$ cat src/rtl/sram_ctrl_64x24.sv
// Front-end for the 64x24 masked dual-port SRAM macro: zero-fills the array after reset,
// then serves valid/ready reads and writes with held read data and same-cycle write forwarding.
module sram_ctrl_64x24 #(
    parameter int SETS  = 64,
    parameter int WIDTH = 24,
    parameter int LANES = 4
) (
    input  logic                     clock,
    input  logic                     reset,
    input  logic                     r_req_valid,
    output logic                     r_req_ready,
    input  logic [$clog2(SETS)-1:0]  r_req_addr,
    output logic                     r_resp_valid,
    output logic [WIDTH-1:0]         r_resp_data,
    input  logic                     w_req_valid,
    output logic                     w_req_ready,
    input  logic [$clog2(SETS)-1:0]  w_req_addr,
    input  logic [WIDTH-1:0]         w_req_data,
    input  logic [LANES-1:0]         w_req_mask,
    output logic                     sram_w_en,
    output logic [$clog2(SETS)-1:0]  sram_w_addr,
    output logic [WIDTH-1:0]         sram_w_data,
    output logic [LANES-1:0]         sram_w_mask,
    output logic                     sram_r_en,
    output logic [$clog2(SETS)-1:0]  sram_r_addr,
    input  logic [WIDTH-1:0]         sram_r_data,
    output logic                     dbg_state
);

    localparam int AW = $clog2(SETS);
    localparam int LW = WIDTH / LANES;
    localparam logic [AW:0] INIT_LAST = (AW + 1)'(SETS - 1);

    typedef enum logic {
        ST_INIT  = 1'b0,
        ST_READY = 1'b1
    } state_t;

    state_t            state_q, state_d;
    logic [AW:0]       init_cnt_q, init_cnt_d;
    logic              resp_valid_q;
    logic [WIDTH-1:0]  hold_q;
    logic              fwd_hit_q;
    logic [WIDTH-1:0]  fwd_data_q;
    logic [LANES-1:0]  fwd_mask_q;

    logic              r_acc;
    logic              w_acc;
    logic              resp_fire;
    logic [WIDTH-1:0]  resolved;

    always_comb begin
        state_d     = state_q;
        init_cnt_d  = init_cnt_q;
        r_req_ready = 1'b0;
        w_req_ready = 1'b0;
        sram_w_en   = 1'b0;
        sram_w_addr = w_req_addr;
        sram_w_data = w_req_data;
        sram_w_mask = w_req_mask;
        case (state_q)
            ST_INIT: begin
                sram_w_en   = 1'b1;
                sram_w_addr = init_cnt_q[AW-1:0];
                sram_w_data = '0;
                sram_w_mask = '1;
                init_cnt_d  = init_cnt_q + 1'b1;
                if (init_cnt_q == INIT_LAST) begin
                    state_d = ST_READY;
                end
            end
            ST_READY: begin
                r_req_ready = 1'b1;
                w_req_ready = 1'b1;
                sram_w_en   = w_req_valid;
            end
            default: state_d = ST_INIT;
        endcase
    end

    assign r_acc       = r_req_valid & r_req_ready;
    assign w_acc       = w_req_valid & w_req_ready;
    assign sram_r_en   = r_acc;
    assign sram_r_addr = r_req_addr;
    assign dbg_state   = (state_q == ST_READY);

    // Lanes written in the same cycle as the read override the macro's collision output.
    always_comb begin
        resolved = sram_r_data;
        for (int k = 0; k < LANES; k++) begin
            if (fwd_hit_q && fwd_mask_q[k]) begin
                resolved[k*LW +: LW] = fwd_data_q[k*LW +: LW];
            end
        end
    end

    // A response due in the same cycle reset rises is suppressed, so it never reaches the client.
    assign resp_fire    = resp_valid_q & ~reset;
    assign r_resp_valid = resp_fire;
    assign r_resp_data  = resp_fire ? resolved : hold_q;

    always_ff @(posedge clock) begin
        if (reset) begin
            state_q      <= ST_INIT;
            init_cnt_q   <= '0;
            resp_valid_q <= 1'b0;
            hold_q       <= '0;
            fwd_hit_q    <= 1'b0;
            fwd_data_q   <= '0;
            fwd_mask_q   <= '0;
        end else begin
            state_q      <= state_d;
            init_cnt_q   <= init_cnt_d;
            resp_valid_q <= r_acc;
            if (resp_valid_q) begin
                hold_q <= resolved;
            end
            fwd_hit_q  <= r_acc & w_acc & (r_req_addr == w_req_addr);
            fwd_data_q <= w_req_data;
            fwd_mask_q <= w_req_mask;
        end
    end

endmodule

$ cat config.mk
export PLATFORM = sky130hd
export DESIGN_NAME = sram_ctrl_64x24
export DESIGN_NICKNAME = d
export VERILOG_FILES = /design/src/rtl/sram_ctrl_64x24.sv
export SDC_FILE = /design/constraint.sdc
export NUM_CORES = 1
export LEC_CHECK = 0
export CAP_MARGIN = 20
export CORE_MARGIN = 2
export CORE_UTILIZATION = 38
export CTS_BUF_LIST = sky130_fd_sc_hd__clkbuf_4 sky130_fd_sc_hd__clkbuf_8
export DETAILED_ROUTE_END_ITERATION = 10
export GPL_ROUTABILITY_DRIVEN = 1
export HOLD_SLACK_MARGIN = 0.02
export PLACE_DENSITY = 0.87
export SETUP_SLACK_MARGIN = 0.2
export SYNTH_ARGS = -nofsm -noshare
export SYNTH_HDL_FRONTEND = slang
export SYNTH_SLANG_ARGS = --single-unit
$ cat constraint.sdc
create_clock -name clock -period 1.4 [get_ports clock]
set_input_delay 0.28 -clock clock [delete_from_list [all_inputs] [get_ports clock]]
set_output_delay 0.28 -clock clock [all_outputs]
set_load 0.02 [all_outputs]
# --- Word level (Yosys, flattened, before mapping) ---
# Index checks and enable logic that the tools add are counted.
word_totals:
  ff_bits: 62
  latchBits: 0
  ram_bits: 0
  mem_bits_ro: 0
  in_bits: 68
  output_inout_bits: 70
  wordCells: 33
  n_memories: 0
op_classes:
  add_sub_neg: 1
  multipliers: 0
  div: 0
  n_lt_le_gt_ge: 0
  eq_ne: 2
  shifts: 0
  muxes: 12
  n_bitwise: 7
  reduce_logical: 4
op_table:
  columns: ["op", "count"]
  rows:
  - ["24-bit two-way mux", 2]
  - ["6-bit two-way mux", 5]
  - ["7-bit by 1-bit adder with 7-bit output, second input constant", 1]
  - ["7-bit by 6-bit == test with 1-bit output, second input constant", 1]
  - ["6-bit == test", 1]
  - ["1-bit bitwise AND", 5]
  - ["1-bit logical AND", 4]
  - ["4-bit two-way mux", 1]
  - ["1-bit two-way mux", 3]
  - ["1-bit NOT", 2]
  - ["1-bit one-hot mux with 2 select lines", 1]

# --- Longest topological paths before layout ---
# Gate-level depths: netlist of run 1.
logic_depth:
  word_depth: 4
  depth_mapped: 6
  ltp_nobuf: 4

# --- Worst setup path after synthesis of run 1 ---
# OpenSTA, ideal clock, no wires.
synth_timing:
  path_type: "input-to-output"
  start: "input port reset"
  end: "output port r_resp_data[18]"
  t_arrival_ns: 1.288
  setup_slack_ns: -0.168
  path_stages: 4
  path_cell_list: "buf_2 -> nand2b_1 -> clkbuf_1 -> o21ai_0"
synth_via:
  elab_chain_cells: 3
synth_lines:
  columns: ["item", "line_no", "source"]
  rows:
  - ["start: declaration", "9", "input logic reset,"]
  - ["1-bit NOT", "98", "assign resp_fire = resp_valid_q & ~reset;"]
  - ["1-bit bitwise AND", "98", null]
  - ["24-bit two-way mux", "100", "assign r_resp_data = resp_fire ? resolved : hold_q;"]
  - ["end: declaration", "14", "output logic [WIDTH-1:0] r_resp_data,"]
# No other way between the ends.

# --- Worst setup path in the final report of run 1 ---
layout_timing:
  start: "register fwd_hit_q"
  end: "output port r_resp_data[7]"
layout_via:
  elab_chain_cells: 3
layout_lines:
  columns: ["item", "line_no", "source"]
  rows:
  - ["start: declaration", "43", "logic fwd_hit_q;"]
  - ["start signal: assignment", "118", "fwd_hit_q <= r_acc & w_acc & (r_req_addr == w_req_addr);"]
  - ["1-bit logical AND", "91", "if (fwd_hit_q && fwd_mask_q[k]) begin"]
  - ["6-bit two-way mux", "91", null]
  - ["24-bit two-way mux", "100", null]
# No other way between the ends.

==> impl_metrics.tcl, run 1 <==
set metrics [dict create \
    grt.total_usage_pct 27.34 \
    cts_root_buffer "clkbuf_8" \
    p_leak_nw 2.522 \
    r2r_slack_ns -0.29 \
    max_slew_margin_pct 49.77 \
    nNetsFinal 581 \
    ant_nets 0 \
    overflow 0 \
    drive_above_1_share_pct 56.87 \
    ios 138 \
    dp_slack_ns -0.5172 \
    fp.coreArea_sq_um 7176 \
    start_util_pct 39.01 \
    end_kind "primary output" \
    required_ns 1.12 \
    skew_ns 0.009099 \
    antenna_found_initial 0 \
    max_clock_freq_mhz 574.2 \
    drv_cap 0 \
    routed.top_layer "met4" \
    num_rows 31 \
    htreeDepth 3 \
    rsz0062_at_grt "yes" \
    p_total_mw 3.890 \
    mostFrequentLayoutCells "93 x buf_6, 61 x clkdlybuf4s50_1, 56 x dfxtp_1" \
    synth_seq_cells 62 \
    synthesis.area_sq_um 2799 \
    cp_max_fo 6 \
    layout_commonest_cell "buf_6" \
    die-area_sq_um 8069 \
    cts.path.max_buffers 2 \
    grt_pass1_wl_um 17280 \
    drt-initial-drc-count 82 \
    slew_violations 0 \
    drtPass1Iterations 4 \
    hold_viol_final 0 \
    antenna_cells 0 \
    grt_pass1_vias 3294 \
    cts_tree "yes" \
    numClockSinks 62 \
    wl_met3_um 491 \
    yosys_warnings 0 \
    postSynthNetCount 389 \
    num_vias 3136 \
    die_w_um 89.83 \
    drc 0 \
    synthCells 320 \
    wl_met1_um 4344 \
    tightest_slew_ns 0.7535 \
    io_buffers 137 \
    wl_per_cell_um 19.10 \
    hp-class "primary input to register" \
    whs_ns 0.3929 \
    grt_start_max_net_pins 62 \
    path_class "register to primary output" \
    numCtsBuffers 9 \
    dpl.hpwl_um 5853 \
    synth_area_per_cell_sq_um 8.747 \
    status "finished, violations left" \
    finalSetupViolations 69 \
    ys_seq_area_share_pct 44.35 \
    ys_types 26 \
    start_kind "register" \
    gp_congestion 0.8134 \
    finalWirelength_um 11770 \
    period_needed_ns 1.742 \
    worst_slack_ns -0.3416 \
    ir_drop_mv 0.6750 \
    wl_met2_um 6641 \
    violations "negative setup slack" \
    cp.arrival_ns 1.46 \
    clk-insertion-delay-late_ns 0.34 \
    clk_pin_slew_worst_paths_ns 0.07 \
    area_delta_synth_final_pct 121.4 \
    via_per_inst 5.091 \
    power_density_nw_per_um2 627.6 \
    finalCritPeriodShare_pct 124.4 \
    die_h_um 89.83 \
]
metrics by stage:
stage / cells / setup TNS [ns] / util (%) / instance area, sq um
final: 616 / -14.46 / 86.36 / 6197
after global routing: 616 / -17.49 / 86.36 / 6197
after CTS: 608 / -12.27 / 82.65 / 5931
after detailed placement: 570 / -28.77 / 67.64 / 4853
after global placement: 570 / -27.83 / 67.64 / 4853
after floorplan: 320 / 0 / - / 3227
worst max-delay path, cell delays in order, from the launching register on:
cell	delay, ns
dfxtp_4	0.43
nand2_4	0.07
buf_12	0.16
mux2i_4	0.19
o21ai_2	0.14
buf_6	0.13
path summary, 6_finish.rpt:
check / from / endpoint / cells past startpoint
worst max-delay path: fwd_hit_q / r_resp_data[7] / 5
worst min-delay path: reset / fwd_hit_q / 4
worst max register to register: dbg_state / init_cnt_q[3] / 8
worst min register to register: hold_q[4] / hold_q[4] / 2
cells in the mapped netlist:
library cell / count / area (sq um)
or3b_2: 1 / 8.760
and2_1: 24 / 150.1
nand4b_1: 1 / 8.760
nand2b_1: 7 / 43.79
a21oi_1: 4 / 20.02
buf_2: 4 / 20.02
dfxtp_1: 62 / 1241
nor3_1: 1 / 5.000
nor2b_1: 29 / 181.4
o21ai_0: 26 / 130.1
nor2_1: 29 / 108.9
inv_1: 3 / 11.26
mux2_2: 5 / 56.30
buf_4: 8 / 60.06
nand4_1: 2 / 12.51
ha_1: 1 / 12.51
buf_1: 1 / 3.750
or4_1: 1 / 7.510
xor2_1: 5 / 43.79
xnor2_1: 4 / 35.03
a211oi_1: 24 / 180.2
or3_1: 3 / 18.77
o21ai_1: 1 / 5.000
clkbuf_1: 16 / 60.06
mux2i_1: 25 / 250.2
nand2_1: 33 / 123.9
registers in the layout (all words and copies together) (netlist names):
register and count:
fwd_hit_q 1, dbg_state 1, resp_valid_q 1, init_cnt_q 7
fwd_mask_q 4, fwd_data_q 24, hold_q 24
where the power goes:
group	internal [mW]	total [mW]	switching, mW
Clock	0.695	1.41	0.716
Combinational	0.381	0.627	0.246
Sequential	1.81	1.85	0.0407
cells by family after synthesis:
logic type,Yosys count,synth area share [%]
xor gates and xnor gates,9,2.816
adders and majority gates,1,0.4470
muxes,30,10.95
AOI/OAI and AO/OA,55,11.98
DFF,62,44.35
and+or+nand+nor,131,23.92
buffers and inverters,32,5.543
timing repair:
action	4_1_cts	5_1_grt
buffers inserted	17	8
endpoints found under the setup margin	91	98
hold buffers	0	0
cloned	5	0
pin swaps	15	14
gates resized for setup	521	60
final cells by class:
type / instances / area [sq um]
Sequential cell: 62 / 1256
Clock buffer: 11 / 145.1
Clock inverter: 5 / 25.02
Fill cell: 351 / 978.4
Multi-Input combinational cell: 226 / 2281
Timing Repair Buffer: 210 / 2351
Tap cell: 99 / 123.9
Inverter: 3 / 15.01
per-layer routing:
metal / vias up / track usage [%]
met5: - / 0
li1: 1473 / -
met3: 23 / 5.700
met2: 108 / 53.22
met1: 1532 / 28.82
met4: 0 / 9.744
Power figures use the tool's default switching activity.
==> inputs of run 2 (changes only) <==
==> constraint.sdc (replaced) <==
create_clock -name clock -period 1.46 [get_ports clock]
set_input_delay 0.292 -clock clock [delete_from_list [all_inputs] [get_ports clock]]
set_output_delay 0.292 -clock clock [all_outputs]
set_load 0.02 [all_outputs]
==> run 2 against run 1 <==
  * The run still ends with negative setup slack left
  * Wire length is 12% lower
  * Clock power rose by 13%
  * Global-route usage fell by 2.2 points
  * Non-clock buffer count decreased by 1
  * Critical path depth unchanged
  * Worst setup slack better by 0.0019 ns
  * Die area stayed put
  * Combinational power shrank 11%
  * Final area is 2.6% lower
  * Critical endpoint is now r_resp_data[16]
  * Largest power group unchanged
==> impl_metrics.tcl, run 2 (synthesis gave the netlist of run 1 again) <==
set metrics [dict create \
    p_switching_mw 0.9563 \
    ir_drop_mv 0.6766 \
    htreeDepth 3 \
    required_ns 1.17 \
    power.share.clock_pct 40.5 \
    finalWirelength_um 10400 \
    combinationalPowerShare_pct 14.2 \
    grt_start_max_net_pins 62 \
    via_per_inst 5.008 \
    antenna_found_initial 0 \
    period_needed_ns 1.800 \
    p_total_mw 3.936 \
    path_class "register to primary output" \
    num_rows 31 \
    clk_pin_slew_worst_paths_ns 0.08 \
    tightest_slew_ns 0.6999 \
    finalSetupViolations 65 \
    num_vias 3080 \
    status "finished, violations left" \
    crit_path_end "r_resp_data[16]" \
    drt-initial-drc-count 77 \
    end_kind "primary output" \
    grt.total_usage_pct 25.10 \
    worst_slack_ns -0.3396 \
    drive_above_1_share_pct 54.07 \
    die_h_um 89.83 \
    gp_congestion 0.7389 \
    die_w_um 89.83 \
    clk-insertion-delay-late_ns 0.35 \
    p_int_mw 2.979 \
    final.setup.tns_ns -11.75 \
    hold_viol_final 0 \
    numClockSinks 62 \
    timing.rr.end "init_cnt_q[5]" \
    dpl.hpwl_um 5983 \
    r2r_slack_ns -0.05 \
    r2r_cells 7 \
    ios 138 \
    violations "negative setup slack" \
    finalCritPeriodShare_pct 123.3 \
    cts_tree "yes" \
    largest_registers "fwd_data_q: 24 flops, hold_q: 24 flops, init_cnt_q: 7 flops" \
    cp_max_fo 6 \
    rsz0062_at_grt "yes" \
    fp.coreArea_sq_um 7176 \
    p_seq_share_pct 45.2 \
    final_util_pct 84.15 \
    io_buffers 137 \
    cts.path.max_buffers 2 \
    grt_pass1_vias 3205 \
    hp-class "primary input to register" \
    start_kind "register" \
    dp_slack_ns -0.5216 \
    startpoint "fwd_hit_q" \
    ant_nets 0 \
    cts_root_buffer "clkbuf_8" \
    layout_commonest_cell "buf_6" \
    cp.arrival_ns 1.51 \
    skew_ns 0.01118 \
    start_util_pct 39.01 \
    grt_pass1_wl_um 16150 \
    drc 0 \
    drv_cap 0 \
    max_slew_margin_pct 53.34 \
    die-area_sq_um 8069 \
    area_delta_synth_final_pct 115.7 \
    power_density_nw_per_um2 651.8 \
    max_clock_freq_mhz 555.7 \
    p_leak_nw 2.406 \
    overflow 0 \
    regToRegStartpoint "dbg_state" \
    finalNonFillerCells 615 \
    dpl.cell_count 562 \
    p_sw_share_pct 24.30 \
    drtPass1Iterations 5 \
    antenna_cells 0 \
    nNetsFinal 580 \
    wl_per_cell_um 16.91 \
    mostFrequentLayoutCells "94 x buf_6, 66 x clkdlybuf4s50_1, 56 x dfxtp_1" \
    slew_violations 0 \
    numCtsBuffers 9 \
]
## run 2: changes by cell type in the layout (fill, tap and decap cells not counted), moves of 3 or more
cell             before  now
a211oi_1              9   20
a211oi_2             15    4
buf_12               10    7
buf_16                4    0
buf_4                30   36
buf_8                 4    1
clkdlybuf4s50_1      61   66
dlymetal6s2s_1        3    0
nand2_4              14   11
nand2_8               1    4
## run 2: power by group through the flow
stage          logic (mW)  registers [mW]  clock network [mW]
6_report            0.560            1.78                1.59
5_1_grt             0.591            1.78                1.69
4_1_cts             0.521            1.78                1.57
3_5_place_dp        0.452            1.80                   0
3_3_place_gp        0.442            1.79                   0
2_1_floorplan       0.168            1.80                   0
## run 2: final cells by class
| cell class | count | area [sq um] |
|---|---|---|
| multi-input combinational | 226 | 2246 |
| inverter | 3 | 13.76 |
| clock inverter | 4 | 45.04 |
| tap | 99 | 123.9 |
| timing repair buffer | 209 | 2197 |
| sequential | 62 | 1254 |
| fill | 372 | 1137 |
| clock buffer | 12 | 158.9 |
## run 2: how the worst min path moves through the flow
stage,from,to,slack [ns],depth (start not counted)
floorplan,w_req_mask[3],fwd_mask_q[3],0.42,1
global placement,init_cnt_q[6],init_cnt_q[6],0.47,2
detailed placement,hold_q[4],hold_q[4],0.48,2
CTS,reset,fwd_hit_q,0.33,4
global route,reset,fwd_hit_q,0.34,4
finish,reset,fwd_hit_q,0.34,4
## run 2: metrics by stage
stage / area [sq um] / hold WS [ns]
6_report: 6038 / 0.3368
5_1_grt: 6038 / 0.3354
4_1_cts: 5846 / 0.3303
3_5_place_dp: 4791 / 0.4788
3_3_place_gp: 4791 / 0.4675
2_1_floorplan: 3204 / 0.4202
## run 2: critical path, cell delays in order (launching register included)
cell and delay [ns]:
dfxtp_4 0.37, buf_12 0.14, nand2_8 0.14, mux2i_4 0.30, o21ai_4 0.06, buf_6 0.13
## run 2: repair_timing
item                       in CTS  in global routing
setup endpoints to repair      88                 83
buffers inserted               22                 13
cloned                          2                  0
resized for setup             535                 23
pin swaps                      21                  9
hold buffers                    0                  0
## run 2: layer usage
metal	track usage (%)	up-vias	routed length [um]
met5	0	-	0
met4	9.231	0	272
met3	4.610	29	484
met2	48.17	113	5709
met1	27.33	1471	3936
li1	-	1467	-
